**src/rtl/muldiv_pkg.sv**
```systemverilog
// Shared definitions for the iterative RV32M multiply/divide unit:
// funct3 encodings, FSM state type, default width and operand-sign helpers.
package muldiv_pkg;

  localparam int XLEN_DEF = 32;

  localparam logic [2:0] F3_MUL    = 3'b000;
  localparam logic [2:0] F3_MULH   = 3'b001;
  localparam logic [2:0] F3_MULHSU = 3'b010;
  localparam logic [2:0] F3_MULHU  = 3'b011;
  localparam logic [2:0] F3_DIV    = 3'b100;
  localparam logic [2:0] F3_DIVU   = 3'b101;
  localparam logic [2:0] F3_REM    = 3'b110;
  localparam logic [2:0] F3_REMU   = 3'b111;

  typedef enum logic [1:0] {
    IDLE = 2'd0,
    CALC = 2'd1,
    DONE = 2'd2
  } state_e;

  // rs1 is treated as signed for every signed op including MULHSU
  function automatic logic op_a_signed(input logic [2:0] f3);
    case (f3)
      F3_MUL, F3_MULH, F3_MULHSU, F3_DIV, F3_REM: op_a_signed = 1'b1;
      default:                                    op_a_signed = 1'b0;
    endcase
  endfunction

  // rs2 is signed only for the fully signed ops
  function automatic logic op_b_signed(input logic [2:0] f3);
    case (f3)
      F3_MUL, F3_MULH, F3_DIV, F3_REM: op_b_signed = 1'b1;
      default:                         op_b_signed = 1'b0;
    endcase
  endfunction

endpackage

```
**src/rtl/div_step.sv**
```systemverilog
// One restoring-division step: shift a dividend bit into the partial
// remainder and subtract the divisor if it fits. Relies on rem_i < divisor_i.
import muldiv_pkg::*;

module div_step #(
  parameter int XLEN = XLEN_DEF
) (
  input  logic [XLEN-1:0] rem_i,
  input  logic            bit_i,
  input  logic [XLEN-1:0] divisor_i,
  output logic [XLEN-1:0] rem_o,
  output logic            q_o
);

  logic [XLEN:0] shifted_s;
  logic [XLEN:0] trial_s;

  // Trial subtraction; a clear sign bit means the divisor fits
  always_comb begin
    shifted_s = {rem_i, bit_i};
    trial_s   = shifted_s - {1'b0, divisor_i};
    if (!trial_s[XLEN]) begin
      rem_o = trial_s[XLEN-1:0];
      q_o   = 1'b1;
    end else begin
      rem_o = shifted_s[XLEN-1:0];
      q_o   = 1'b0;
    end
  end

endmodule

```
**src/rtl/muldiv_unit.sv**
```systemverilog
// Iterative RV32M multiply/divide execute unit. Operands are latched as
// magnitudes at accept, the core runs XLEN unsigned radix-2 steps, and the
// sign is reapplied on the transition into DONE. Divide-by-zero and signed
// overflow are resolved at accept and skip straight to DONE.
import muldiv_pkg::*;

module muldiv_unit #(
  parameter int XLEN = XLEN_DEF
) (
  input  logic            clk,
  input  logic            rst,
  input  logic            start,
  input  logic [2:0]      funct3,
  input  logic [XLEN-1:0] rs1_data,
  input  logic [XLEN-1:0] rs2_data,
  output logic            busy,
  output logic            stall,
  output logic            done,
  output logic [XLEN-1:0] result
);

  localparam int CW = (XLEN > 1) ? $clog2(XLEN) : 1;
  localparam logic [XLEN-1:0] MIN_NEG = {1'b1, {(XLEN-1){1'b0}}};
  localparam logic [CW-1:0]   CNT_TOP = CW'(XLEN - 1);

  state_e            state_q, state_d;
  logic [CW-1:0]     cnt_q, cnt_d;
  logic [2:0]        f3_q, f3_d;
  logic              neg_q, neg_d;
  logic [XLEN-1:0]   opb_q, opb_d;     // multiplicand or divisor magnitude
  logic [2*XLEN-1:0] acc_q, acc_d;     // mul: {hi, multiplier}; div: {rem, quotient/dividend}
  logic [XLEN-1:0]   result_q, result_d;
  logic              busy_q, busy_d;
  logic              done_q, done_d;

  logic              sign_a_s, sign_b_s;
  logic [XLEN-1:0]   abs_a_s, abs_b_s;
  logic              is_div_s, is_rem_s, div_zero_s, ovf_s;
  logic [XLEN-1:0]   special_res_s;

  logic [XLEN:0]     mul_sum_s;
  logic [2*XLEN-1:0] acc_mul_s, acc_div_s, acc_nx_s, prod_s;
  logic [XLEN-1:0]   div_rem_s, div_sel_s, div_fin_s, mul_fin_s, fin_s;
  logic              div_q_s;

  // Operand magnitudes and special-case detection from the live inputs
  always_comb begin
    sign_a_s   = op_a_signed(funct3) & rs1_data[XLEN-1];
    sign_b_s   = op_b_signed(funct3) & rs2_data[XLEN-1];
    abs_a_s    = sign_a_s ? (~rs1_data + {{(XLEN-1){1'b0}}, 1'b1}) : rs1_data;
    abs_b_s    = sign_b_s ? (~rs2_data + {{(XLEN-1){1'b0}}, 1'b1}) : rs2_data;
    is_div_s   = funct3[2];
    is_rem_s   = funct3[2] & funct3[1];
    div_zero_s = is_div_s & (rs2_data == {XLEN{1'b0}});
    ovf_s      = is_div_s & ~funct3[0] & (rs1_data == MIN_NEG) & (rs2_data == {XLEN{1'b1}});
    if (div_zero_s) begin
      special_res_s = is_rem_s ? rs1_data : {XLEN{1'b1}};
    end else if (ovf_s) begin
      special_res_s = is_rem_s ? {XLEN{1'b0}} : MIN_NEG;
    end else begin
      special_res_s = {XLEN{1'b0}};
    end
  end

  div_step #(.XLEN(XLEN)) u_div_step (
    .rem_i     (acc_q[2*XLEN-1:XLEN]),
    .bit_i     (acc_q[XLEN-1]),
    .divisor_i (opb_q),
    .rem_o     (div_rem_s),
    .q_o       (div_q_s)
  );

  // One radix-2 step of the running op, plus the sign-corrected final value
  always_comb begin
    mul_sum_s = {1'b0, acc_q[2*XLEN-1:XLEN]} +
                (acc_q[0] ? {1'b0, opb_q} : {(XLEN+1){1'b0}});
    acc_mul_s = {mul_sum_s, acc_q[XLEN-1:1]};
    acc_div_s = {div_rem_s, acc_q[XLEN-2:0], div_q_s};
    acc_nx_s  = f3_q[2] ? acc_div_s : acc_mul_s;
    prod_s    = neg_q ? (~acc_nx_s + {{(2*XLEN-1){1'b0}}, 1'b1}) : acc_nx_s;
    mul_fin_s = (f3_q[1:0] == 2'b00) ? prod_s[XLEN-1:0] : prod_s[2*XLEN-1:XLEN];
    div_sel_s = f3_q[1] ? acc_nx_s[2*XLEN-1:XLEN] : acc_nx_s[XLEN-1:0];
    div_fin_s = neg_q ? (~div_sel_s + {{(XLEN-1){1'b0}}, 1'b1}) : div_sel_s;
    fin_s     = f3_q[2] ? div_fin_s : mul_fin_s;
  end

  // Next-state and datapath updates for IDLE/CALC/DONE
  always_comb begin
    state_d  = state_q;
    cnt_d    = cnt_q;
    f3_d     = f3_q;
    neg_d    = neg_q;
    opb_d    = opb_q;
    acc_d    = acc_q;
    result_d = result_q;
    case (state_q)
      IDLE: begin
        if (start) begin
          f3_d  = funct3;
          neg_d = is_rem_s ? sign_a_s : (sign_a_s ^ sign_b_s);
          if (div_zero_s || ovf_s) begin
            state_d  = DONE;
            cnt_d    = {CW{1'b0}};
            result_d = special_res_s;
          end else begin
            state_d = CALC;
            cnt_d   = CNT_TOP;
            if (is_div_s) begin
              opb_d = abs_b_s;
              acc_d = {{XLEN{1'b0}}, abs_a_s};
            end else begin
              opb_d = abs_a_s;
              acc_d = {{XLEN{1'b0}}, abs_b_s};
            end
          end
        end else begin
          state_d = IDLE;
        end
      end
      CALC: begin
        acc_d = acc_nx_s;
        if (cnt_q == {CW{1'b0}}) begin
          state_d  = DONE;
          result_d = fin_s;
        end else begin
          cnt_d = cnt_q - {{(CW-1){1'b0}}, 1'b1};
        end
      end
      DONE: begin
        state_d = IDLE;
      end
      default: begin
        state_d = IDLE;
      end
    endcase
    busy_d = (state_d != IDLE);
    done_d = (state_d == DONE);
  end

  // State and datapath registers; reset aborts any operation in flight
  always_ff @(posedge clk or negedge rst) begin
    if (!rst) begin
      state_q  <= IDLE;
      cnt_q    <= {CW{1'b0}};
      f3_q     <= 3'b000;
      neg_q    <= 1'b0;
      opb_q    <= {XLEN{1'b0}};
      acc_q    <= {(2*XLEN){1'b0}};
      result_q <= {XLEN{1'b0}};
      busy_q   <= 1'b0;
      done_q   <= 1'b0;
    end else begin
      state_q  <= state_d;
      cnt_q    <= cnt_d;
      f3_q     <= f3_d;
      neg_q    <= neg_d;
      opb_q    <= opb_d;
      acc_q    <= acc_d;
      result_q <= result_d;
      busy_q   <= busy_d;
      done_q   <= done_d;
    end
  end

  assign busy   = busy_q;
  assign done   = done_q;
  assign result = result_q;
  assign stall  = (start & (state_q == IDLE)) | (state_q == CALC);

endmodule

```
**config.mk**
```make
export PLATFORM = sky130hd
export DESIGN_NAME = muldiv_unit
export DESIGN_NICKNAME = d
export VERILOG_FILES = /design/src/rtl/muldiv_pkg.sv /design/src/rtl/div_step.sv /design/src/rtl/muldiv_unit.sv
export SDC_FILE = /design/constraint.sdc
export NUM_CORES = 1
export LEC_CHECK = 0
export ABC_AREA = 1
export CORE_ASPECT_RATIO = 1.2
export CORE_UTILIZATION = 48
export DETAILED_ROUTE_END_ITERATION = 6
export PLACE_DENSITY = 0.66
export SYNTH_ARGS = -nofsm -noshare
export SYNTH_HDL_FRONTEND = slang
export SYNTH_SLANG_ARGS = --single-unit
```
**constraint.sdc**
```tcl
create_clock -name clk -period 7.75 [get_ports clk]
set_input_delay 2.325 -clock clk [delete_from_list [all_inputs] [get_ports clk]]
set_output_delay 2.325 -clock clk [all_outputs]
set_load 0.01 [all_outputs]
```
Word-level counts from Yosys, hierarchy flattened
Index checks and enable logic that the tools add are counted.

storage, ports and cells
  register bits after elaboration = 141
  latch bits = 0
  memory bits (writable) = 0
  ROM bits = 0
  memories = 0

operators by class
  $add $sub $neg = 7
  $mul = 0
  div/mod/pow operators = 0
  $lt $le $gt $ge = 0
  equality and inequality tests = 13
  shift operators = 0
  mux-type cells = 35
  bitwise logic cells = 16
  reduce and logical (&&, ||, !) cells = 15

operator list
  kind                                                                number
  32-bit 2-to-1 mux                                                   17
  64-bit 2-to-1 mux                                                   4
  64-bit case mux with 2 select lines                                 1
  32-bit by 1-bit adder with 32-bit output, second input constant     3
  32-bit inverter                                                     3
  64-bit by 1-bit adder with 64-bit output, second input constant     1
  32-bit == test, second input constant                               2
  64-bit inverter                                                     1
  32-bit case mux with 2 select lines                                 1
  32-bit by 32-bit adder with 33-bit output                           1
  33-bit by 32-bit subtractor with 33-bit output                      1
  32-bit logical NOT                                                  1
  5-bit 2-to-1 mux                                                    3
  2-bit inequality test, second input constant                        5
  5-bit case mux with 2 select lines                                  1
  3-bit AND reduction                                                 3
  1-bit bitwise AND                                                   8
  3-bit == test, second input constant                                2
  2-bit 2-to-1 mux                                                    3
  5-bit logical NOT                                                   1
  5-bit OR reduction                                                  1
  5-bit by 1-bit subtractor with 5-bit output, second input constant  1
  2-bit logical NOT                                                   2
  1-bit 2-to-1 mux                                                    4
  other kinds (14)                                                    16

Logic depth before layout (Yosys ltp)
  depth in word-level cells = 10
  mapped depth = 36

By module
Synthesis repeated with hierarchy kept, for this count alone.

second synthesis, totals
  cell total of the unflattened synthesis = 3484
  area, all modules = 19049.5 µm²

modules (own cells, without submodules)
  module       instances  cells an instance  area each (µm²)
  muldiv_unit  1          2804               15899.0
  div_step     1          680                3150.5

Worst setup path before layout
OpenSTA, ideal clock, no wires.

  path kind = input port to output port
  from = input start
  to = output stall
  data arrival time = 2777 ps
  slack = 2648 ps
  cell stages on the path = 3
  buffers on the path = 1
  cells stage by stage = nand2_1 > clkbuf_1 > nand2_1

between the ends
  word-level cells in the longest chain between the ends = 2

RTL lines
  item                line                source
  start: declaration  muldiv_unit.sv:12   input logic start,
  1-bit bitwise AND   muldiv_unit.sv:168  assign stall = (start & (state_q == IDLE)) | (state_q == CALC);
  1-bit OR            muldiv_unit.sv:168
  end: declaration    muldiv_unit.sv:17   output logic stall,

No other way between the ends.

Final worst setup path
Ends and elaborated chain as after synthesis.

==> impl_metrics.json <==
{
  "cts.repair.resized": 0,
  "drt-wirelength-per-cell_um": 22.7,
  "required_ns": 5.43,
  "yosysWarningCount": 0,
  "dieArea_um2": 39000,
  "first_pass_iters": 6,
  "start_kind": "input port",
  "finalHoldViolations": 0,
  "drv_slew": 0,
  "synth.most_common_cell": "nand2_1",
  "cp_max_fo": 12,
  "drv_cap": 0,
  "rsz0062_at_grt": "false",
  "crit_path_end_kind": "output port",
  "cts_made_buffers": 17,
  "cts.clk_slew.worst_paths_ns": 0.07,
  "first_global_vias": 20900,
  "max-slew-margin-rel_pct": 18.2,
  "start_util_pct": 48.6,
  "fin_crit_ns": 6.20,
  "viasPerCell": 5.95,
  "status": "finished, final reports clean",
  "worst_clock_skew_ns": 0.0212,
  "grt_pass1_wl_mm": 125,
  "synthArstFlopShare_pct": 100,
  "dp_hpwl_mm": 67.8,
  "clock_path_buffers": 2,
  "place_congestion": 1.12,
  "grt_max_degree": 90,
  "first_iter_violations": 2364,
  "synth_area_leaders": "nand2_1 20%, dfrtp_1 19%, inv_1 8.4%, nand3_1 6.7%, nor2_1 6.6%",
  "clock-sinks": 141,
  "port_buffers": 104,
  "antenna_found_initial": 1,
  "final_layout_size_suffix_gt1_share_pct": 6.99,
  "synth_top_cell_by_area": "nand2_1",
  "overflow": 0,
  "h-tree-depth": 4,
  "cts_setup_buffers": 0,
  "netlist_instances": 3170,
  "crit_type": "input port to output port",
  "synth_nets": 3312,
  "core_um2": 37800,
  "nets": 3348,
  "crit_arrival_ns": 3.87,
  "num_vias": 22000,
  "ios": 105,
  "drt-total-wl_mm": 84.1,
  "setup_viol": 0,
  "netlist.area_leader.share_pct": 19.7,
  "hold_buffers": 0,
  "synth-seq-cells": 141,
  "clockRootBuffer": "clkbuf_16",
  "avgSynthCellArea_um2": 5.79,
  "rows": 78,
  "cts_tree": "done",
  "ys.flop_type": "dfrtp_1",
  "antenna_left": 0,
  "ys_seq_area_share_pct": 19.2,
  "area_growth_syn_to_layout_pct": 10.2,
  "netlist_top_cells_count": "963 x nand2_1, 412 x inv_1, 322 x nor2_1",
  "clkLatencyLatePin_ns": 0.48,
  "route.detailed.drc": 0,
  "fill_cells": 3970,
  "ys_types": 63,
  "die_w_um": 181,
  "setup_tns_ns": 0,
  "dieHeight_um": 216,
  "syn_area_um2": 18400,
  "worst_slew_pin_slew_ns": 1.23,
  "hold_path_class": "flop to flop",
  "grt_usage_pct": 43.2,
  "synth_edf_count": 0,
  "fin_crit_sh_pct": 80.0,
  "num_antenna_cells": 0,
  "fmax_mhz": 161
}
stage by stage:
| stage | utilization [%] | instance area [µm²] | instances | hold WS (ns) | setup slack [ns] |
|---|---|---|---|---|---|
| final | 53.5 | 20200 | 3699 | 0.511 | 1.55 |
| after global routing | 53.5 | 20200 | 3699 | 0.527 | 1.40 |
| after CTS | 53.5 | 20200 | 3699 | 0.510 | 1.58 |
| after detailed placement | 52.1 | 19700 | 3667 | 0.494 | 1.46 |
| after global placement | 52.1 | 19700 | 3667 | 0.480 | 1.60 |
| after floorplan | - | 18400 | 3170 | 0.454 | 2.65 |
cells by family after synthesis:
kind of cell             after synthesis  synth area share (%)
XOR/XNOR                             105                  5.01
AND/OR/NAND/NOR                     1770                  42.3
AO/OA/AOI/OAI                        542                  16.8
multiplexers                           2                 0.109
adder cells (fa/ha/maj)               72                  4.99
buffers and inverters                538                  11.6
flip-flops                           141                  19.2
layout by cell type (no fill, tap or decap), types with 7 or more instances in the layout:
cell type,n
xnor2_1,15
nand2_4,9
o21bai_1,14
ha_1,70
a31oi_1,8
clkbuf_16,17
xor2_1,90
o21a_1,7
nand2_1,963
o211ai_1,27
o21ai_2,7
nor2_2,23
inv_2,11
nand4_1,37
dfrtp_1,139
nor4_1,10
clkdlybuf4s50_1,102
o21ai_1,11
a21oi_1,186
nand3_2,12
o21ai_0,219
or2_2,26
o221ai_1,27
o22ai_1,14
buf_4,23
nor3_1,36
nand2_2,48
nor2_1,318
nand3_1,246
nand3b_1,11
inv_1,412
worst max-delay path: stages:
cell	delay, ns
clkdlybuf4s50_1	0.50
nand2_1	0.32
nand2_1	0.18
clkdlybuf4s50_1	0.54
metal layers:
layer	share of wire [%]	global-route usage, %	up-vias	wire, µm
met5	0	0	-	0
met4	9.3	35.1	0	7820
met3	8.2	6.82	295	6890
met2	46	72.5	1265	39000
met1	36	48.6	10200	30300
li1	-	-	10300	-
cell type report:
type	count	area [µm²]	area share, %
Clock buffer	17	425	2.10
Clock inverter	15	131	0.650
Inverter	428	1610	7.97
Multi-Input combinational cell	2491	12700	62.9
Sequential cell	141	3530	17.5
Tap cell	480	601	2.97
Timing Repair Buffer	127	1210	5.98
final timing paths:
kind | startpoint | end | slack (ns) | depth (start not counted)
worst min register to register | acc_q[11]$_DFFE_PN0P_ | acc_q[11]$_DFFE_PN0P_ | 0.51 | 2
worst min-delay path | acc_q[11]$_DFFE_PN0P_ | acc_q[11]$_DFFE_PN0P_ | 0.51 | 2
min in group asynchronous | rst | opb_q[28]$_DFFE_PN0P_ | 1.94 | 1
worst max register to register | acc_q[31]$_DFFE_PN0P_ | result[0]$_DFFE_PN0P_ | 2.19 | 29
max in group asynchronous | rst | result[26]$_DFFE_PN0P_ | 4.52 | 2
worst max-delay path | start | stall | 1.55 | 4
registers in the layout, summed over array words and instances, names as in the netlist:
name and count:
neg_q 1, acc_q 64, f3_q 3, done 1, cnt_q 5, busy 1, opb_q 32, result 32
state_q 2
Power is not shown: default switching activity piles up to over one toggle a cycle in this logic, so the estimate is an artifact.
